File: config.mk
export PLATFORM = sky130hd
export DESIGN_NAME = mmio_periph_hub
export DESIGN_NICKNAME = d
export VERILOG_FILES = /design/src/rtl/mmio_periph_hub.sv
export SDC_FILE = /design/constraint.sdc
export NUM_CORES = 1
export LEC_CHECK = 0
export BUFFER_PORTS_ARGS = -buffer_cell sky130_fd_sc_hd__buf_2
export CAP_MARGIN = 20
export CORE_AREA = 8 8 219 221
export CTS_BUF_LIST = sky130_fd_sc_hd__clkbuf_16
export CTS_CLUSTER_DIAMETER = 80
export DETAILED_ROUTE_END_ITERATION = 12
export DIE_AREA = 0 0 227 229
export PLACE_DENSITY = 0.55
export SYNTH_ARGS = -nofsm -noshare
export SYNTH_HDL_FRONTEND = slang
export SYNTH_SLANG_ARGS = --single-unit
File: constraint.sdc
create_clock -name clock -period 8.7 [get_ports clock]
set_input_delay 0.435 -clock clock [delete_from_list [all_inputs] [get_ports clock]]
set_output_delay 0.435 -clock clock [all_outputs]
set_load 0.02 [all_outputs]
File: src/rtl/mmio_periph_hub.sv
// mmio_periph_hub: CPU-mapped hub for switches, debounced buttons with sticky events, LED/segment registers and LED blink.
module mmio_periph_hub #(
  parameter int NBTN       = 5,
  parameter int SW_W       = 24,
  parameter int LED_W      = 24,
  parameter int SEG_W      = 24,
  parameter int DEB_CYCLES = 200000,
  parameter int BLINK_INIT = 10000000
) (
  input  logic              clock,
  input  logic              reset,
  input  logic [4:0]        io_addr,
  input  logic              io_read,
  input  logic              io_write,
  input  logic [31:0]       io_wdata,
  output logic [31:0]       io_rdata,
  input  logic [SW_W-1:0]   switch_in,
  input  logic [NBTN-1:0]   button_in,
  output logic [LED_W-1:0]  led_out,
  output logic [SEG_W-1:0]  seg_data,
  output logic [NBTN-1:0]   btn_level
);
  localparam int DW = $clog2(DEB_CYCLES);
  localparam logic [DW-1:0] DEB_MAX = DW'(DEB_CYCLES - 1);
  logic [SW_W-1:0] sw_s1, sw_s2;
  logic [NBTN-1:0] bt_s1, bt_s2, lvl_nxt, evt, evt_clr;
  logic [DW-1:0] cnt [NBTN];
  logic [LED_W-1:0] led, mask;
  logic [SEG_W-1:0] seg;
  logic [31:0] per, bcnt;
  logic phase;
  logic [2:0] a;
  logic unused_ok;
  assign a = io_addr[4:2];
  assign unused_ok = ^{io_addr[1:0], io_wdata};
  assign led_out = led & ~(mask & {LED_W{phase}});
  assign seg_data = seg;
  always_comb begin
    lvl_nxt = btn_level;
    for (int i = 0; i < NBTN; i++)
      lvl_nxt[i] = (bt_s2[i] != btn_level[i] && cnt[i] == DEB_MAX) ? bt_s2[i] : btn_level[i];
    evt_clr = ((io_read && a == 3'd2) ? evt : '0) | ((io_write && a == 3'd3) ? io_wdata[NBTN-1:0] : '0);
  end
  always_comb begin
    io_rdata = '0;
    case (a)
      3'd0: io_rdata[SW_W-1:0] = sw_s2;
      3'd1: io_rdata[NBTN-1:0] = btn_level;
      3'd2: io_rdata[NBTN-1:0] = evt;
      3'd4: io_rdata[LED_W-1:0] = led;
      3'd5: io_rdata[SEG_W-1:0] = seg;
      3'd6: io_rdata = per;
      3'd7: io_rdata[LED_W-1:0] = mask;
      default: io_rdata = '0;
    endcase
  end
  always_ff @(posedge clock) begin
    if (reset) begin
      sw_s1 <= '0;
      sw_s2 <= '0;
      bt_s1 <= '0;
      bt_s2 <= '0;
      btn_level <= '0;
      evt <= '0;
      led <= '0;
      seg <= '0;
      mask <= '0;
      per <= 32'(BLINK_INIT);
      bcnt <= '0;
      phase <= 1'b0;
      for (int i = 0; i < NBTN; i++) cnt[i] <= '0;
    end else begin
      sw_s1 <= switch_in;
      sw_s2 <= sw_s1;
      bt_s1 <= button_in;
      bt_s2 <= bt_s1;
      btn_level <= lvl_nxt;
      for (int i = 0; i < NBTN; i++)
        cnt[i] <= (bt_s2[i] != btn_level[i] && cnt[i] != DEB_MAX) ? cnt[i] + DW'(1) : '0;
      // a new rising edge outranks a same-cycle clear
      evt <= (evt & ~evt_clr) | (lvl_nxt & ~btn_level);
      if (io_write && a == 3'd4) led <= io_wdata[LED_W-1:0];
      if (io_write && a == 3'd5) seg <= io_wdata[SEG_W-1:0];
      if (io_write && a == 3'd6) per <= io_wdata;
      if (io_write && a == 3'd7) mask <= io_wdata[LED_W-1:0];
      if ((io_write && a == 3'd6) || per == '0) begin
        bcnt <= '0;
        phase <= 1'b0;
      end else if (bcnt == per - 32'd1) begin
        bcnt <= '0;
        phase <= ~phase;
      end else begin
        bcnt <= bcnt + 32'd1;
      end
    end
  end
endmodule

* Yosys cells after proc, flatten, opt, wreduce, memory -nomap -nowiden
Memory sizes are Yosys's and may differ from the RTL's.
Index checks and enable logic that the tools add are counted.
W data, S select, Z words.
** Storage, ports and cells
- Register bits :: 205
- RAM bits :: 90
- Bits of input ports :: 70
- Output and inout port bits :: 85
- Memories kept :: 1
** Operators by class
- Add/sub/neg operators :: 7
- Equal/unequal tests :: 23
- Muxes and demuxes :: 23
- Bitwise logic cells :: 15
- Reduce and logical (&&, ||, !) cells :: 21
** Memory list
- cnt :: depth 5, bits a word 18, read ports 5, clocked after Yosys merged registers in 0, write ports 5, RTL line 27 : logic [DW-1:0] cnt [NBTN];
** Operator list (count)
- $mux W18 :: 10
- $pmux W19 S5 :: 1
- $add A18 B1 Y18 const B :: 5
- $eq A18 B18 Y1 const B :: 5
- $ne A18 B18 Y1 const B :: 5
- $and A24 B24 Y24 :: 2
- $pmux W5 S7 :: 1
- $add A32 B1 Y32 const B :: 1
- $eq A32 B32 Y1 :: 1
- $logic_not A32 Y1 :: 1
- $sub A32 B1 Y32 const B :: 1
- $not A24 Y24 :: 1
- $logic_and A1 B1 Y1 :: 16
- $eq A3 B3 Y1 const B :: 4
- $and A5 B5 Y5 :: 2
- $mux W5 :: 2
- $not A5 Y5 :: 2
- $or A5 B5 Y5 :: 2
- $mux W1 :: 8
- $mux W8 :: 1
- $eq A3 B2 Y1 const B :: 2
- $ne A1 B1 Y1 :: 5
- $or A1 B1 Y1 :: 5
- $eq A3 B1 Y1 const B :: 1
- 5 further kinds :: 5

* Longest topological paths before layout
- Depth after elaboration :: 7
- Gate-level depth with buffers :: 12
- Depth with buffers taken out :: 10

* Least setup slack after synthesis
OpenSTA, ideal clock, no wires.
- Path kind :: register to register
- From :: register per[12]
- To :: register bcnt[10]
- Library setup time :: 0.132 ns
- Arrival :: 2.862 ns
- Path slack :: 5.706 ns
- Cell stages (with the launch flop) :: 12
- Path buffers :: 3
- Path through :: dfxtp_1 -> buf_6 -> or4_4 -> buf_6 -> nor3b_2 -> nand3_1 -> mux2i_1 -> or4_1 -> or4_4 -> nor2_2 -> buf_2 -> nor3_1
** On the way
- Word-level cells in the longest chain between the ends :: 3
** Ends and longest elaborated chain
- start, declared :: RTL line 30 : logic [31:0] per, bcnt;
- start signal, assigned :: RTL line 68 : per <= 32'(BLINK_INIT);
- start signal, assigned :: RTL line 84 : if (io_write && a == 3'd6) per <= io_wdata;
- $sub A32 B1 Y32 or $logic_not A32 Y1 (tied branches) :: RTL line 89, 86
- $eq A32 B32 Y1 or $logic_or A1 B1 Y1 (tied branches) :: RTL line 89, 86
- $reduce_or A3 Y1 (no line) (*)
- end signal, assigned :: RTL line 93 : bcnt <= bcnt + 32'd1;
- end, declared :: RTL line 30
Every way passes the cells marked *; elsewhere a longest branch is shown, timed or not.
A chain may end at the register's enable or synchronous reset.

* Worst setup path in the final report
- From :: register per[12]
- To :: register bcnt[29]
The elaborated chain is that of the path after synthesis.

==> flow_metrics.env <==
export IMPL_ys_types=62
export IMPL_fmax_mhz=294
export IMPL_dpl_cell_count=2212
export IMPL_cts_max_level=2
export IMPL_layout_drive_gt1_share=0.156
export IMPL_yosys_most_used_dff="dfxtp_1"
export IMPL_worst_pin_slew_ns=0.989
export IMPL_grt_max_degree=96
export IMPL_grt_pass1_vias=10634
export IMPL_design_area_um2=15600
export IMPL_num_rows=78
export IMPL_dp_slack_ns=5.33
export IMPL_firstDrtPassIters=5
export IMPL_r2r_setup_slack_ns=5.30
export IMPL_post_cts_buffers=0
export IMPL_grt_util_all_layers=0.140
export IMPL_worst_slack_ns=5.30
export IMPL_ios=155
export IMPL_drt_iter0_drc=886
export IMPL_synth_avg_cell_area_um2=8.58
export IMPL_ys_seq_elements=295
export IMPL_crit_path_end_kind="flop"
export IMPL_cts_tree="done"
export IMPL_use_met2=0.208
export IMPL_cp_max_fo=32
export IMPL_ys_seq_area_frac=0.447
export IMPL_die_area_um2=52000
export IMPL_powerDensity_nw_per_um2=189
export IMPL_setup_tns_ns=0
export IMPL_layout_min_cycle_time_ns=3.40
export IMPL_startpoint_type="flop"
export IMPL_clockBufferDepth=3
export IMPL_clock_sinks=295
export IMPL_skew_ns=0.0180
export IMPL_place_area_um2=14500
export IMPL_syn_nets=1616
export IMPL_critPathArrivalTime_ns=3.80
export IMPL_finalNonFillerCells=2276
export IMPL_cts_root_buf="clkbuf_16"
export IMPL_synth_edf_count=0
export IMPL_ir_drop_mv=0.116
export IMPL_regArea_um2=5910
export IMPL_required_ns=9.09
export IMPL_slew_violations=0
export IMPL_max_slew_margin_rel=0.341
export IMPL_num_nets_final=1727
export IMPL_vias_per_cell=4.90
export IMPL_dp_hpwl_um=25200
export IMPL_multi_input_area_um2=6870
export IMPL_rsz0062_at_grt="false"
export IMPL_die_w_um=227
export IMPL_criticalPathCategory="flop to flop"
export IMPL_syn_to_final_growth_pct=18.0
export IMPL_start_util=0.296
export IMPL_ctsHoldBuffers=0
export IMPL_met1_usage=0.200
export IMPL_setup_viol=0
export IMPL_whs_ns=0.0944
export IMPL_drcViolationCount=0
export IMPL_yosysWarnings=0
export IMPL_diodes=0
export IMPL_dr_total_vias=11145
export IMPL_finalCritPeriodShare=0.391
export IMPL_post_drt_wl_per_cell_um=16.3
export IMPL_globalRoute_busiestLayer="met2"
export IMPL_ant_nets=0
export IMPL_status="complete, no violations"
export IMPL_fp_dieH_um=229
export IMPL_async_flop_share=0
export IMPL_routed_wl_um=37000
export IMPL_port_buffers=152
export IMPL_core_area_um2=44700
export IMPL_gp_congestion=0.871
export IMPL_syn_inst=1539
export IMPL_grt_first_pass_wirelength_um=59100
export IMPL_cts_made_buffers=35
export IMPL_grt_overflow=0
export IMPL_hold_violations=0
export IMPL_grt_util_met3=0.0311
export IMPL_clkTransAtPathRegs_ns=0.06
export IMPL_synth_area_um2=13200
export IMPL_antenna_found_initial=0
export IMPL_hp_class="input port to flop"
export IMPL_fillCellCount=4659
export IMPL_clk_latency_ns=0.55
export IMPL_maxCapViolations=0
export IMPL_cts_resized_gates=0
export IMPL_power_leakage_nw=5.64
==> where the power goes <==
part / switching, mW / internal [mW]
clock: 0.603 / 0.773
combinational: 0.105 / 0.0615
sequential: 0.0205 / 1.38
==> per-stage QoR <==
| stage | util | power [mW] |
|---|---|---|
| CTS | 0.348 | 2.98 |
| global placement | 0.324 | 1.59 |
| finish | 0.349 | 2.94 |
| global route | 0.349 | 3.05 |
| floorplan | - | 1.52 |
| detailed placement | 0.324 | 1.59 |
==> logic make-up after synthesis <==
kind of cell,Yosys count,synth area share
simple gates,720,0.268
xor+xnor,139,0.0922
flops,295,0.447
compound gates,228,0.103
fa+ha+maj,7,0.00663
mux,37,0.0490
buf+inv,113,0.0340
==> placed cells by master (no fill, tap or decap), types with 27 or more instances in the layout <==
master	n
dfxtp_1	295
clkbuf_16	35
nand4_1	28
nor3_1	39
nand2_1	260
nand3_1	51
a21oi_1	133
nor2b_1	63
xnor2_1	72
xor2_1	67
nor2_1	140
inv_1	27
buf_2	151
and3_1	31
==> synthesized netlist by cell type, types with 7 or more instances <==
master | instances | share of area
nor3_1 | 40 | 0.015
or4_1 | 8 | 0.0045
nor4_1 | 12 | 0.0057
clkbuf_1 | 77 | 0.022
a22o_1 | 20 | 0.013
and2_1 | 11 | 0.0052
o21ai_0 | 22 | 0.0083
dfxtp_1 | 295 | 0.45
ha_1 | 7 | 0.0066
inv_1 | 19 | 0.0054
nor2b_1 | 63 | 0.030
a21boi_0 | 24 | 0.014
mux2i_1 | 14 | 0.011
mux4_2 | 22 | 0.038
nand2_1 | 260 | 0.074
buf_2 | 7 | 0.0027
or3_1 | 26 | 0.012
xnor2_1 | 72 | 0.048
xor2_1 | 67 | 0.044
and3_1 | 31 | 0.015
nand3_1 | 51 | 0.019
nand3b_1 | 14 | 0.0080
a21oi_1 | 133 | 0.050
nor2_1 | 141 | 0.040
nand4_1 | 28 | 0.013
==> metal layers <==
layer,up-vias,share of wire
li1,5486,-
met1,5292,0.49
met2,325,0.43
met3,42,0.069
met4,0,0.019
met5,-,0
==> final timing paths <==
| path | start | endpoint | cells past startpoint |
|---|---|---|---|
| worst min-delay path | switch_in[6] | sw_s1[6] | 2 |
| worst min register to register | sw_s1[14] | sw_s2[14] | 1 |
| worst max-delay path | per[12] | bcnt[29] | 9 |
| worst max register to register | per[12] | bcnt[29] | 9 |
==> critical path, stage by stage (launching register included) <==
cell,delay (ns)
dfxtp_1,0.41
or4_4,0.64
nor3b_2,0.30
nand3_1,0.21
mux2i_1,0.18
or4_1,0.52
or4_4,0.44
nor2_2,0.09
buf_4,0.34
nor3_1,0.09
==> registers in the layout, summed over array words and instances (netlist names) <==
name and cells:
btn_level 5, bcnt 32, seg_data 24, bt_s2 5, led 24, cnt 90
sw_s2 24, evt 5, mask 24, per 32, sw_s1 24, bt_s1 5
phase 1
==> area by class of cell <==
class / instances / share of cell area
sequential: 295 / 0.379
tap: 600 / 0.0482
clock inverter: 28 / 0.0130
inverter: 20 / 0.00482
multi-input combinational: 1131 / 0.441
clock buffer: 35 / 0.0562
timing repair buffer: 167 / 0.0577
Power figures use the tool's default switching activity.
